--- config.mk ---
export PLATFORM = sky130hd
export DESIGN_NAME = regfile_read_arbiter
export DESIGN_NICKNAME = d
export VERILOG_FILES = /design/src/rtl/regfile_read_arbiter_pkg.sv /design/src/rtl/regfile_read_arbiter_rr_picker.sv /design/src/rtl/regfile_read_arbiter.sv
export SDC_FILE = /design/constraint.sdc
export NUM_CORES = 1
export LEC_CHECK = 0
export CAP_MARGIN = 20
export CORE_UTILIZATION = 40
export CTS_BUF_LIST = sky130_fd_sc_hd__clkbuf_4
export DETAILED_ROUTE_END_ITERATION = 8
export GPL_ROUTABILITY_DRIVEN = 0
export HOLD_SLACK_MARGIN = 0.1
export PLACE_DENSITY_LB_ADDON = 0.15
export SYNTH_ARGS = -nofsm -noshare
export SYNTH_HDL_FRONTEND = slang
export SYNTH_SLANG_ARGS = --single-unit
--- constraint.sdc ---
create_clock -name clk -period 3.55 [get_ports clk]
set_input_delay 0.71 -clock clk [delete_from_list [all_inputs] [get_ports clk]]
set_output_delay 0.71 -clock clk [all_outputs]
set_load 0.01 [all_outputs]
--- src/rtl/regfile_read_arbiter_pkg.sv ---
// Shared constants for the register-file read-port arbiter.
// The optional RR_ARB_EN macro (see regfile_read_arbiter.sv) selects round-robin over fixed priority.
package regfile_arb_pkg;

  localparam int AW_DEF = 5;
  localparam int DW_DEF = 32;
  localparam logic [4:0] ZERO_REG = 5'd0;
  localparam int MAX_NREQ = 8;

  // Pointer/index width; a single requester would otherwise give a zero-width field.
  function automatic int ptr_width(input int n);
    return (n > 1) ? $clog2(n) : 1;
  endfunction

endpackage

--- src/rtl/regfile_read_arbiter_rr_picker.sv ---
// Combinational rotating-priority picker: first set req bit at or after ptr, wrapping mod NREQ.
// Returns a one-hot grant, its encoded index and an any-grant flag.
module rr_picker
  import regfile_arb_pkg::*;
#(
  parameter int NREQ = 4,
  parameter int PW   = 2
) (
  input  logic [NREQ-1:0] req,
  input  logic [PW-1:0]   ptr,
  output logic [NREQ-1:0] grant,
  output logic [PW-1:0]   idx,
  output logic            any
);

  logic [PW:0]   sum;
  logic [PW-1:0] cand;

  // Walk offsets from farthest to nearest so the nearest valid requester overwrites the rest.
  always_comb begin
    grant = '0;
    idx   = '0;
    any   = 1'b0;
    sum   = '0;
    cand  = '0;
    for (int k = NREQ - 1; k >= 0; k--) begin
      sum = {1'b0, ptr} + (PW + 1)'(k);
      if (sum >= (PW + 1)'(NREQ)) sum = sum - (PW + 1)'(NREQ);
      cand = sum[PW-1:0];
      if (req[cand]) begin
        grant       = '0;
        grant[cand] = 1'b1;
        idx         = cand;
        any         = 1'b1;
      end
    end
  end

endmodule

--- src/rtl/regfile_read_arbiter.sv ---
// Arbitrates the register file's single read port among NREQ requesters, with write bypass and r0 = 0.
// Define RR_ARB_EN for round-robin; otherwise fixed priority with requester 0 highest.
module regfile_read_arbiter
  import regfile_arb_pkg::*;
#(
  parameter int NREQ = 4,
  parameter int AW   = AW_DEF,
  parameter int DW   = DW_DEF
) (
  input  logic               clk,
  input  logic               reset,
  input  logic [NREQ-1:0]    req_valid,
  input  logic [NREQ*AW-1:0] req_addr,
  output logic [NREQ-1:0]    req_ready,
  output logic [AW-1:0]      rf_raddr,
  input  logic [DW-1:0]      rf_rdata,
  input  logic               wr_en,
  input  logic [AW-1:0]      wr_addr,
  input  logic [DW-1:0]      wr_data,
  output logic [NREQ-1:0]    resp_valid,
  output logic [DW-1:0]      resp_data
);

  localparam int PW = ptr_width(NREQ);

  // Handshake: a read transfers when req_valid[i] & req_ready[i]; its data arrives the next
  // cycle as resp_valid[i] with resp_data, and must be taken then (no response backpressure).

  logic [NREQ-1:0] req_live;
  logic [NREQ-1:0] grant;
  logic [PW-1:0]   pick_idx;
  logic [PW-1:0]   pick_ptr;
  logic            pick_any;
  logic [AW-1:0]   gnt_addr;
  logic [DW-1:0]   read_value;

  // Reset masks requests so a grant can never be issued while it is high.
  assign req_live = reset ? '0 : req_valid;

`ifdef RR_ARB_EN
  logic [PW-1:0] ptr;

  always_ff @(posedge clk) begin
    if (reset) begin
      ptr <= '0;
    end else if (pick_any) begin
      ptr <= (pick_idx == PW'(NREQ - 1)) ? '0 : pick_idx + 1'b1;
    end
  end

  assign pick_ptr = ptr;
`else
  assign pick_ptr = '0;
`endif

  rr_picker #(
    .NREQ (NREQ),
    .PW   (PW)
  ) u_picker (
    .req   (req_live),
    .ptr   (pick_ptr),
    .grant (grant),
    .idx   (pick_idx),
    .any   (pick_any)
  );

  always_comb begin
    gnt_addr = '0;
    for (int i = 0; i < NREQ; i++) begin
      if (pick_any && (PW'(i) == pick_idx)) gnt_addr = req_addr[i*AW +: AW];
    end
  end

  assign req_ready = grant;
  assign rf_raddr  = gnt_addr;

  // r0 wins over the bypass: a write to register 0 must never be observed.
  always_comb begin
    if (gnt_addr == AW'(ZERO_REG)) begin
      read_value = '0;
    end else if (wr_en && (wr_addr == gnt_addr)) begin
      read_value = wr_data;
    end else begin
      read_value = rf_rdata;
    end
  end

  always_ff @(posedge clk) begin
    if (reset) begin
      resp_valid <= '0;
      resp_data  <= '0;
    end else begin
      resp_valid <= grant;
      if (pick_any) resp_data <= read_value;
    end
  end

endmodule
# Word-level counts from Yosys, hierarchy flattened
# Index checks and enable logic that the tools add are counted.
# word_totals
ff_bits	36
in_bits	96
out_inout_bits	45
wordCells	32
# op_classes
eq_ne	4
mux	19
n_reduce_logical	7
# ops
operator	n
$mux 32	2
$mux 4	5
$mux 5	4
$mux 2	4
$eq 5x5->1	1
$logic_and 1x1->1	5
$logic_not 5->1	1
$eq 2x2->1 const A	2
$mux 1	4
$eq 1x2->1 const A	1
$logic_not 2->1	1

# Logic depth before layout (Yosys ltp)
# logic_depth
word_depth	15
mapped_depth	10
ltp_nobuf	6

# By module
# From an unflattened synthesis, not the netlist that was laid out.
# hier_totals
cells_unflattened	308
hier_area_um2	2722.6
# modules_own_cells
mod	n_inst	cells_each	area_per_inst_um2	seq_area_each_um2
regfile_read_arbiter	1	223	2039.5	720.7
rr_picker	1	85	683.2	0.0

# Least setup slack after synthesis
# Ideal clock, no wire load.
# synth_timing
path_kind	in2reg
startpoint	in req_valid[3]
endpoint	reg resp_data[0]
t_arrival_ns	2.548
setup_slack_ns	0.923
stages	9
n_path_buf	3
cell_sequence	buf_2 > nand3b_1 > a2111oi_0 > a211oi_2 > xnor2_1 > or3_1 > buf_2 > buf_6 > o211ai_1
# synth_between
elab_chain_cells	15
# synth_rtl
item	line	text
from (decl)	regfile_read_arbiter.sv:12	input logic [NREQ-1:0] req_valid,
$mux 4 *	regfile_read_arbiter.sv:38	assign req_live = reset ? '0 : req_valid;
$mux 2 (4 in series)	regfile_read_arbiter_rr_picker.sv:30	if (req[cand]) begin
$logic_not 2->1	regfile_read_arbiter.sv:70	if (pick_any && (PW'(i) == pick_idx)) gnt_addr = req_addr[i*AW +: AW];
$logic_and 1x1->1	regfile_read_arbiter.sv:70	
$mux 5 (4 in series)	regfile_read_arbiter.sv:70	
$eq 5x5->1	regfile_read_arbiter.sv:81	end else if (wr_en && (wr_addr == gnt_addr)) begin
$logic_and 1x1->1	regfile_read_arbiter.sv:81	
$mux 32	regfile_read_arbiter.sv:81	
$mux 32	regfile_read_arbiter.sv:79	if (gnt_addr == AW'(ZERO_REG)) begin
to (signal assigned)	regfile_read_arbiter.sv:94	if (pick_any) resp_data <= read_value;
to (decl)	regfile_read_arbiter.sv:21	output logic [DW-1:0] resp_data
# Mark *: on every way between the ends. The rest lies on a longest branch, timed or not.
# A chain may end at the register's enable or synchronous reset.

# Worst setup path in the final report
# layout_timing
startpoint	in req_valid[1]
endpoint	out rf_raddr[3]
# layout_between
elab_chain_cells	9
# layout_rtl
item	line	text
$mux 4 *	regfile_read_arbiter.sv:38	
$mux 2 (2 in series)	regfile_read_arbiter_rr_picker.sv:30	
$logic_not 2->1	regfile_read_arbiter.sv:70	
$logic_and 1x1->1	regfile_read_arbiter.sv:70	
$mux 5 (3 in series)	regfile_read_arbiter.sv:70	
$mux 5 *	regfile_read_arbiter.sv:70	
to (decl)	regfile_read_arbiter.sv:15	output logic [AW-1:0] rf_raddr,
# Marked as above.

==> impl_metrics.env <==
export IMPL_crit_path_max_incr_delay_ns=0.56
export IMPL_synth_edff_count=0
export IMPL_final_layout_size_suffix_gt1_share_pct=7.99
export IMPL_regToRegSetupSlack_ns=2.94
export IMPL_cts_sinks=36
export IMPL_layout_area_overhead_vs_synth_pct=73.4
export IMPL_postSynthAreaPerCell_um2=8.13
export IMPL_route_detailed_wl_per_inst_um=15.2
export IMPL_grt_pass1_vias=2425
export IMPL_layout_min_cycle_time_ns=3.45
export IMPL_routing_usage_on_met3_pct=6.50
export IMPL_timing_max_slew_rel_slack_pct=72.6
export IMPL_portBuffers=140
export IMPL_most_common_layout_cells="140 x sky130_fd_sc_hd__clkdlybuf4s50_1, 69 x sky130_fd_sc_hd__nand2_1, 36 x sky130_fd_sc_hd__dfxtp_1"
export IMPL_postSynth_topFlopCell="sky130_fd_sc_hd__dfxtp_1"
export IMPL_vdd_ir_drop_max_v=0.000163
export IMPL_power_density_mw_per_mm2=306
export IMPL_power_switching_uw=329
export IMPL_clkLatencyLatePin_ns=0.32
export IMPL_grtUsageMet1_pct=28.7
export IMPL_leakage_dissipation_uw=0.00129
export IMPL_dieArea_mm2=0.00552
export IMPL_finalHoldViolations=0
export IMPL_synth_largest_area_cell="sky130_fd_sc_hd__dfxtp_1"
export IMPL_place_detailed_instances=448
export IMPL_maxClockFrequency_mhz=290
export IMPL_multi_input_comb_area_mm2=0.00123
export IMPL_synth_async_reset_ratio_pct=0
export IMPL_p_seq_share_pct=42.6
export IMPL_grt_first_pass_wirelength_mm=10.6
export IMPL_worst_path_max_fanout=10
export IMPL_fin_crit_sh_pct=97.2
export IMPL_synth_ff_latch_count=36
export IMPL_clk_transition_reported_paths_ns=0.10
export IMPL_layer_with_the_highest_usage="met2"
export IMPL_power_combinational_fraction_pct=38.5
export IMPL_ctsLongestPathBuffers=2
export IMPL_wl_mm=6.94
export IMPL_grt_antenna_before_repair=0
export IMPL_instances_no_fill=455
export IMPL_drv_slew=0
export IMPL_worst_slew_pin_transition_ns=0.410
export IMPL_synth_area_mm2=0.00209
export IMPL_antennaDiodeCount=0
export IMPL_coreArea_mm2=0.00488
export IMPL_synth_yosys_warnings=0
export IMPL_detailroute_via_count=2518
export IMPL_post_synth_num_cell_types=39
export IMPL_cp_start_kind="input pin"
export IMPL_cell_by_cell_listing_of_the_critical_path="clkdlybuf4s50_1 -> or3_4 -> a21oi_1 -> nor3_1 -> inv_1 -> clkdlybuf4s50_1"
export IMPL_placement_row_count=25
export IMPL_cap_viol_max_count=0
export IMPL_cts_inserted_buffers=5
export IMPL_grt_met2_usage_pct=43.5
export IMPL_cell_with_the_largest_stage_delay_on_the_worst_path="sky130_fd_sc_hd__clkdlybuf4s50_1"
export IMPL_share_clk_of_total_power_pct=18.9
export IMPL_maximum_number_of_pins_on_one_net_before_global_route_repair=65
export IMPL_synthCells=257
export IMPL_tritoncts="built"
export IMPL_drt_iter0_drc=97
export IMPL_rsz0062_at_grt="false"
export IMPL_hp_class="register to register"
export IMPL_x_dimension_of_the_die_um=74.3
export IMPL_initial_utilization_pct=42.8
export IMPL_grt_overflow=0
export IMPL_seq_area_um2=721
export IMPL_most_common_cell_after_layout_fill_and_taps_aside="sky130_fd_sc_hd__clkdlybuf4s50_1"
export IMPL_fill_cells=409
export IMPL_final_setup_tns_ns=0
export IMPL_post_drt_via_cell_ratio=5.53
export IMPL_firstDrtPassIters=4
export IMPL_synth_sequential_area_ratio_pct=34.5
export IMPL_grt_usage_pct=24.6
export IMPL_cts_root_buf="sky130_fd_sc_hd__clkbuf_4"
export IMPL_fin_skew_ns=0
export IMPL_p_int_uw=779
export IMPL_final_nets=484
export IMPL_outcome="complete, no violations"
export IMPL_ant_nets=0
export IMPL_boundaryPins=141
export IMPL_synth_top_cell_area_share_pct=34.5
export IMPL_worst_endpoint_arrival_ns=2.74
export IMPL_synth_area_top_cells="sky130_fd_sc_hd__dfxtp_1 34%, sky130_fd_sc_hd__o311ai_0 13%, sky130_fd_sc_hd__nand2_1 12%"
export IMPL_syn_nets=353
export IMPL_critical_path_class="input pin to output pin"
export IMPL_worst_ep_required_time_ns=2.84
export IMPL_post_route_drc_count=0
export IMPL_power_share_switching_pct=29.7
export IMPL_die_h_um=74.3
export IMPL_critical_path_top_cell_by_count="sky130_fd_sc_hd__clkdlybuf4s50_1"
export IMPL_timing_final_setup_violations=0
export IMPL_worstSetupEndpointType="output pin"
export IMPL_dp_hpwl_mm=4.99
export IMPL_cts_max_level=2
[critical path, delay by kind of cell]
kind	cells	cell delay, ns
AOI/OAI and AO/OA	1	0.25
buffers and inverters	3	1.17
and+or+nand+nor	2	0.61
[final timing paths]
kind | end | startpoint | depth (start not counted)
setup / recovery | rf_raddr[3] | req_valid[1] | 6
hold reg to reg | resp_data[0]$_SDFFE_PP0P_ | resp_data[0]$_SDFFE_PP0P_ | 2
hold / removal | resp_data[0]$_SDFFE_PP0P_ | resp_data[0]$_SDFFE_PP0P_ | 2
setup reg to reg | resp_data[29]$_SDFFE_PP0P_ | resp_data[29]$_SDFFE_PP0P_ | 2
[sequential cells by signal, summed over array words and instances, names as in the netlist]
register    count
resp_data      32
resp_valid      4
[cell families (layout without fill, tap and decap cells)]
family	after synthesis	in the layout	share of synthesized area, %
AO/OA/AOI/OAI	83	83	32.1
XOR/XNOR	1	1	0.419
buffers and inverters	33	164	7.96
flip-flops	36	36	34.5
AND/OR/NAND/NOR	104	104	25.0
[power groups by stage]
stage                     Combinational, µW  Sequential [µW]  Clock [µW]
after floorplan                         150              502           0
after global placement                  418              479           0
after detailed placement                424              481           0
after CTS                               426              472         216
after global routing                    459              478         231
final                                   427              472         209
[per-stage QoR]
| stage | instance area [µm²] | worst slack (ns) | total power, µW | util, % | hold slack (ns) |
|---|---|---|---|---|---|
| after global routing | 3620 | 0.0205 | 1170 | 74.3 | 0.500 |
| after detailed placement | 3560 | 0.0613 | 905 | 73.0 | 0.459 |
| final | 3620 | 0.0998 | 1110 | 74.3 | 0.476 |
| after global placement | 3560 | 0.128 | 897 | 73.0 | 0.451 |
| after floorplan | 2090 | 0.923 | 652 | - | 0.499 |
| after CTS | 3610 | 0.0542 | 1110 | 74.0 | 0.482 |
[synthesized netlist by cell type (all sizes together) (2+ instances only)]
cell and count:
nor2b 2, a211oi 3, o21ai 3, nor3 5, nand4bb 2, clkbuf 20, a21oi 5, nor3b 5
dfxtp 36, nand3b 6, o311ai 32, nor4b 2, or3 3, buf 9, o21a 2, nand2 69
o211ai 33, inv 4
[layout make-up]
cell class	instances	share of cell area, %
Timing Repair Buffer	153	42.1
Multi-Input combinational cell	188	33.9
Sequential cell	36	19.9
Clock buffer	6	1.24
Tap cell	67	2.31
Inverter	4	0.414
Clock inverter	1	0.138
[layer usage]
metal / routed length [µm] / share of wire, % / up-vias
li1: - / - / 1236
met1: 2870 / 41 / 1152
met2: 3380 / 49 / 116
met3: 564 / 8.1 / 14
met4: 125 / 1.8 / 0
met5: 0 / 0 / -
[timing repair]
| action | in CTS | in global routing |
|---|---|---|
| setup buffers | 0 | 0 |
| endpoints found under the setup margin | 0 | 3 |
| gates resized for setup | 0 | 3 |
| hold buffers | 0 | 0 |
Note: power is estimated with default switching activity, not from simulation.
